**src/rtl/uart_rx.sv**
```systemverilog
// UART receiver: start + DATA_BITS (LSB first) + parity + stop, timed by an OVERSAMPLE x baud os_tick; no backpressure, one-cycle data_valid.
// Latency ~2 clk + (DATA_BITS + 2.5) bit periods; define UART_RX_MAJORITY_EN for 2-of-3 voting around each bit centre.
module uart_rx #(
  parameter int DATA_BITS  = 8,
  parameter int OVERSAMPLE = 16
) (
  input  logic                 clk,
  input  logic                 rst,
  input  logic                 rx,
  input  logic                 os_tick,
  input  logic                 p_sel,
  output logic [DATA_BITS-1:0] data_out,
  output logic                 data_valid,
  output logic                 parity_err,
  output logic                 frame_err,
  output logic                 busy
);

  localparam int TW = $clog2(OVERSAMPLE);
  localparam int BW = $clog2(DATA_BITS + 1);
  localparam logic [TW-1:0] MID  = TW'(OVERSAMPLE / 2 - 1);
  localparam logic [TW-1:0] LAST = TW'(OVERSAMPLE - 1);
  localparam logic [BW-1:0] LAST_BIT = BW'(DATA_BITS - 1);

  typedef enum logic [2:0] {
    S_IDLE, S_START, S_DATA, S_PARITY, S_STOP, S_WAIT_IDLE
  } state_t;

  state_t state_q, state_d;

  logic                 rx_meta_q, rx_s_q;
  logic [1:0]           hist_q;
  logic [TW-1:0]        tick_q, tick_d;
  logic [BW-1:0]        bit_q, bit_d;
  logic [DATA_BITS-1:0] shift_q, shift_d;
  logic                 psel_q, psel_d;
  logic                 par_bit_q, par_bit_d;
  logic [DATA_BITS-1:0] dout_q, dout_d;
  logic                 vld_q, vld_d;
  logic                 perr_q, perr_d;
  logic                 ferr_q, ferr_d;
  logic                 sample_now;
  logic                 bit_val;

  // hist_q holds rx_s from the two previous os_ticks; the decision tick is mid+1.
  always_ff @(posedge clk or posedge rst) begin
    if (rst) begin
      rx_meta_q <= 1'b1;
      rx_s_q    <= 1'b1;
      hist_q    <= 2'b11;
    end else begin
      rx_meta_q <= rx;
      rx_s_q    <= rx_meta_q;
      if (os_tick) hist_q <= {hist_q[0], rx_s_q};
    end
  end

  always_comb begin
`ifdef UART_RX_MAJORITY_EN
    bit_val = (hist_q[1] & hist_q[0]) | (hist_q[1] & rx_s_q) | (hist_q[0] & rx_s_q);
`else
    bit_val = hist_q[0];
`endif
  end

  always_comb begin
    sample_now = 1'b0;
    if (os_tick) begin
      if (state_q == S_START)
        sample_now = (tick_q == MID);
      else if (state_q == S_DATA || state_q == S_PARITY || state_q == S_STOP)
        sample_now = (tick_q == LAST);
    end
  end

  always_ff @(posedge clk or posedge rst) begin
    if (rst) state_q <= S_IDLE;
    else     state_q <= state_d;
  end

  always_comb begin
    state_d = state_q;
    case (state_q)
      S_IDLE:      if (os_tick && !rx_s_q) state_d = S_START;
      S_START:     if (sample_now) state_d = bit_val ? S_IDLE : S_DATA;
      S_DATA:      if (sample_now && bit_q == LAST_BIT) state_d = S_PARITY;
      S_PARITY:    if (sample_now) state_d = S_STOP;
      S_STOP:      if (sample_now) state_d = bit_val ? S_IDLE : S_WAIT_IDLE;
      S_WAIT_IDLE: if (os_tick && rx_s_q) state_d = S_IDLE;
      default:     state_d = S_IDLE;
    endcase
  end

  always_comb begin
    tick_d    = tick_q;
    bit_d     = bit_q;
    shift_d   = shift_q;
    psel_d    = psel_q;
    par_bit_d = par_bit_q;
    dout_d    = dout_q;
    vld_d     = 1'b0;
    perr_d    = perr_q;
    ferr_d    = ferr_q;
    case (state_q)
      S_IDLE: tick_d = '0;
      S_START, S_DATA, S_PARITY, S_STOP: begin
        if (sample_now) begin
          tick_d = '0;
          case (state_q)
            S_START: begin
              bit_d = '0;
              if (!bit_val) psel_d = p_sel;
            end
            S_DATA: begin
              shift_d = {bit_val, shift_q[DATA_BITS-1:1]};
              bit_d   = bit_q + BW'(1);
            end
            S_PARITY: par_bit_d = bit_val;
            default: begin
              dout_d = shift_q;
              vld_d  = 1'b1;
              perr_d = par_bit_q != ((^shift_q) ^ psel_q);
              ferr_d = !bit_val;
            end
          endcase
        end else if (os_tick) begin
          tick_d = tick_q + TW'(1);
        end
      end
      default: ;
    endcase
  end

  always_ff @(posedge clk or posedge rst) begin
    if (rst) begin
      tick_q    <= '0;
      bit_q     <= '0;
      shift_q   <= '0;
      psel_q    <= 1'b0;
      par_bit_q <= 1'b0;
      dout_q    <= '0;
      vld_q     <= 1'b0;
      perr_q    <= 1'b0;
      ferr_q    <= 1'b0;
    end else begin
      tick_q    <= tick_d;
      bit_q     <= bit_d;
      shift_q   <= shift_d;
      psel_q    <= psel_d;
      par_bit_q <= par_bit_d;
      dout_q    <= dout_d;
      vld_q     <= vld_d;
      perr_q    <= perr_d;
      ferr_q    <= ferr_d;
    end
  end

  always_comb begin
    busy       = (state_q != S_IDLE);
    data_out   = dout_q;
    data_valid = vld_q;
    parity_err = perr_q;
    frame_err  = ferr_q;
  end

endmodule

```
**config.mk**
```make
export PLATFORM = sky130hd
export DESIGN_NAME = uart_rx
export DESIGN_NICKNAME = d
export VERILOG_FILES = /design/src/rtl/uart_rx.sv
export SDC_FILE = /design/constraint.sdc
export NUM_CORES = 1
export LEC_CHECK = 0
export ABC_AREA = 0
export CAP_MARGIN = 20
export CELL_PAD_IN_SITES_DETAIL_PLACEMENT = 1
export CELL_PAD_IN_SITES_GLOBAL_PLACEMENT = 1
export CORE_UTILIZATION = 45
export DETAILED_ROUTE_END_ITERATION = 10
export PLACE_DENSITY_LB_ADDON = 0.1
export SLEW_MARGIN = 30
export SYNTH_ARGS = -nofsm -noshare
export SYNTH_HDL_FRONTEND = slang
export SYNTH_SLANG_ARGS = --single-unit
export TNS_END_PERCENT = 10
```
**constraint.sdc**
```tcl
create_clock -name clk -period 3.2 [get_ports clk]
set_clock_uncertainty 0.2 [all_clocks]
set_input_delay 0.64 -clock clk [delete_from_list [all_inputs] [get_ports clk]]
set_output_delay 0.64 -clock clk [all_outputs]
set_load 0.01 [all_outputs]
```
After elaboration in Yosys (flattened, before gate mapping). Index checks and enable logic that the tools add are counted.

Bits in registers: 35. Input port bits: 5. Output and inout port bits: 12. Logic and storage cells: 74.

Add/sub/neg operators: 2. Eq/ne operators: 16. Muxes and demuxes: 19. Bitwise logic cells: 3. Reduce and logical (&&, ||, !) cells: 21.

Operators with widths (count): $mux W3 (7); $pmux W3 S6 (1); $pmux W4 S2 (2); $reduce_and A3 Y1 (4); $ne A2 B2 Y1 const B (5); $add A4 B1 Y4 const B (2); $eq A4 B3 Y1 const B (2); $mux W4 (2); $reduce_xor A8 Y1 (1); $eq A3 B2 Y1 const B (2); $eq A3 B3 Y1 const B (2); $mux W1 (6); $reduce_and A6 Y1 (1); $eq A4 B4 Y1 const B (1); $reduce_and A4 Y1 (1); $reduce_bool A2 Y1 (2); $reduce_or A4 Y1 (1); $eq A3 B1 Y1 const B (1); $logic_and A1 B1 Y1 (3); $logic_not A3 Y1 (1); $ne A3 B3 Y1 const B (1); $reduce_bool A3 Y1 (1); $reduce_or A3 Y1 (1); $logic_not A1 Y1 (2); 7 further kinds (9).

Logic depth before layout (Yosys ltp).
Word-level depth: 9. Depth in mapped cells: 8. Mapped depth without buffers: 6.

Least setup slack after synthesis. Ideal clock, no wire load.

Path type: input to register. Start point: in os_tick. End point: reg psel_q. Setup time: 0.125 ns. Arrival: 2.017 ns. Data required time: 2.875 ns. Slack: 0.857 ns. Cell stages on the path: 7. Buffers on the path: 2. Cells stage by stage: buf_4 and3_2 buf_2 o311ai_4 a22o_2 nor4_4 mux2_4.

Longest elaborated chain between the ends: 2.

Ends and longest elaborated chain: start, declared (RTL line 10) `input logic os_tick,`; $mux W1 (RTL line 68) `if (os_tick) begin`; $reduce_and A4 Y1 (no source line); end signal, assigned (RTL line 149) `psel_q <= psel_d;`; end, declared (RTL line 36) `logic psel_q, psel_d;`.

No other way between the ends. A chain may end at the register's enable or synchronous reset.

Worst setup path in the final report.
Start point: reg state_q[2]. End point: out busy.

Longest elaborated chain between the ends: 1.

Ends and longest elaborated chain: start, declared (RTL line 29) `state_t state_q, state_d;`; start signal, assigned (RTL line 78) `else state_q <= state_d;`; $reduce_bool A3 Y1 (RTL line 159) `busy = (state_q != S_IDLE);`; end, declared (RTL line 16) `output logic busy`.

No other way between the ends.

==> impl_metrics.yaml <==
finish:
  nets: 179
  multiInputGateArea_um2: 800
  ff_latch_area_um2: 880
  drive_above_1_share_pct: 28.3
  area_growth_pct: 16.1
  antennaDiodeCount: 0
  nFillCells: 420
  instances_no_fill: 221
yosys:
  synth_top_family_by_area: "compound AO/OA/AOI/OAI gates"
  ys_types: 41
  synth_xor_area_share_pct: 4.98
  synth-seq-area-share_pct: 50.0
  syn_area_per_cell_um2: 11.5
  async_reset_ff_share_pct: 100
  synth_top_area_share_pct: 45.6
  synth_simple_gate_area_share_pct: 11.9
  synth_compound_area_share_pct: 13.6
  synth_commonest_cells: "dfrtp_1, mux2_2, xnor2_1"
  synthFlopType: "dfrtp_1"
  synth_edf_count: 0
  syn_area_mm2: 0.00176
  yosysMostFrequentCell: "dfrtp_1"
  synth_top_area_cell: "dfrtp_1"
  synthAdderAreaFrac_pct: 1.99
  synth_mux_area_share_pct: 13.0
  syn_nets: 160
  synthCells: 153
  yosys-top-cells-area: "dfrtp_1, mux2_2, xnor2_1"
  yosys_warnings: 0
  synth_seq_cells: 35
routing:
  vias_per_cell: 5.45
  highest-signal-layer: "met4"
  route.detailed.drc: 0
  dr.first_iter.drc_count: 36
  met1Wirelength_mm: 1.73
  wl_met3_um: 116
  vias: 1204
  ant_nets: 0
  avgRoutedWirePerCell_um: 15.5
  dr.pass1.iters: 4
  drt_wl_total_mm: 3.43
  wl_met2_mm: 1.56
setup_path:
  rr_worst_depth: 5
  timing.reg2reg.setup_slack_ps: 690
  path_max_fanout: 16
  cp_top_family: "flip-flops"
  cp_slowest_cell: "dfrtp_1"
  cp.arrival_ps: 1960
  endpoint_kind: "output port"
  crit_type: "reg2out"
  cpPeakStageDelay_ps: 590
  cp-start-kind: "register"
  reg2reg_to: "psel_q$_DFFE_PP0P_"
  crit_chain: "or3_2 > clkdlybuf4s50_1"
  critPathBufInv: 1
  required_ps: 2360
  r2r-start: "state_q[2]$_DFFE_PP0P_"
floorplanning:
  io_pins: 17
  die_h_um: 64.5
  initial_core_util_pct: 47.3
  fp-row-count: 22
  die-area_mm2: 0.00416
  coreArea_mm2: 0.00372
  die_w_um: 64.5
sta:
  final_hold_viol_count: 0
  relSlewSlack_pct: 62.2
  rsz0062_at_grt: "false"
  finalSetupViolCount: 0
  period_minus_slack_ps: 2800
  fmax_mhz: 357
  period_share_pct: 87.6
  setup_ws_ps: 398
  tns_ps: 0
  tightest_slew_ps: 566
  slew_viol_final: 0
place:
  place_congestion: 0.779
  preCtsSetupSlack_ps: 481
  placedCellCount: 213
  numPortBuffers: 16
  dpl.hpwl_mm: 2.37
clocking:
  cts_buffers: 5
  h-tree-depth: 2
  tritoncts: "done"
  cts_buffer_depth: 2
  numClockSinks: 35
  clk_pin_slew_worst_paths_ps: 70
  clockRootBuffer: "clkbuf_8"
  cts_setup_buffers: 0
  ctsHoldBuffers: 0
  insertion_delay_ps: 280
  cts_resized: 0
hold_path:
  holdPathEnd: "rx_s_q$_DFF_PP1_"
  worstHoldPathType: "reg2reg"
  hold_depth: 0
  worstHoldStart: "rx_meta_q$_DFF_PP1_"
power_and_ir_drop:
  power.total_mw: 1.67
  power_density_mw_per_mm2: 817
  leakagePower_nw: 0.905
  ir_drop_v: 0.000379
flow_run:
  max_cap_viol_count: 0
global_route:
  antenna_found_initial: 0
  grt_overflow_total: 0
  grt_pass1_vias: 1275
  grt_max_degree: 36
  grtUsageTotal_pct: 18.9
  grt_first_pass_wirelength_mm: 5.98
run_status:
  status: "completed"
[worst register-to-register path, stage by stage, from the launching register on]
cell,delay (ps)
dfrtp_1,700
nor3b_2,420
o311ai_4,210
a22o_2,290
nor4_4,260
mux2_4,320
[layout by cell type, fill, tap and decap left out, types with 4 or more instances in the layout]
cell and n:
buf_4 4, mux2_2 19, nand2_1 9, a21oi_1 7
o21ai_0 9, dfrtp_1 32, xnor2_1 10, inv_1 6
nand3_1 5, clkdlybuf4s50_1 16, nor2_1 9, clkbuf_8 5
[area by class of cell]
| class | instances | area share, % |
|---|---|---|
| sequential | 35 | 43.1 |
| multi-input combinational | 104 | 39.2 |
| timing repair buffer | 20 | 9.32 |
| clock buffer | 5 | 3.37 |
| tap | 48 | 2.94 |
| inverter | 6 | 1.10 |
| clock inverter | 3 | 0.981 |
[per-layer routing]
metal  GRT usage, %  vias to the layer above
li1               -                      571
met1           26.3                      606
met2           28.9                       22
met3           5.28                        5
met4           5.00                        0
met5              0                        -
[cells by family after synthesis]
family          count (synthesis)
mux                            20
fa+ha+maj                       3
compound gates                 34
buf+inv                        14
xor+xnor                       10
simple gates                   37
flops                          35
[worst max path at each step]
stage | slack [ps] | start | depth (start not counted) | endpoint
floorplan | 860 | os_tick | 7 | psel_q$_DFFE_PP0P_
global placement | 530 | os_tick | 6 | psel_q$_DFFE_PP0P_
detailed placement | 480 | os_tick | 6 | psel_q$_DFFE_PP0P_
CTS | 400 | state_q[2]$_DFFE_PP0P_ | 2 | busy
global route | 330 | state_q[2]$_DFFE_PP0P_ | 2 | busy
finish | 400 | state_q[2]$_DFFE_PP0P_ | 2 | busy
[per-stage QoR]
stage | area (µm²) | hold WS (ps) | utilization, %
2_1_floorplan | 1760 | 145 | -
3_3_place_gp | 1950 | 152 | 52.5
3_5_place_dp | 1950 | 150 | 52.5
4_1_cts | 2040 | 164 | 54.9
5_1_grt | 2040 | 168 | 54.9
6_report | 2040 | 164 | 54.9
[registers in the layout, indices dropped and copies added, names as in the netlist]
signal	flops
bit_q	4
data_out	8
data_valid	1
frame_err	1
hist_q	1
par_bit_q	1
parity_err	1
psel_q	1
rx_meta_q	1
rx_s_q	1
shift_q	8
state_q	3
tick_q	4
[power by group]
part / switching, mW / internal [mW]
registers: 0.155 / 0.546
clock network: 0.166 / 0.151
logic: 0.320 / 0.329
Note: power is estimated with default switching activity, not from simulation.
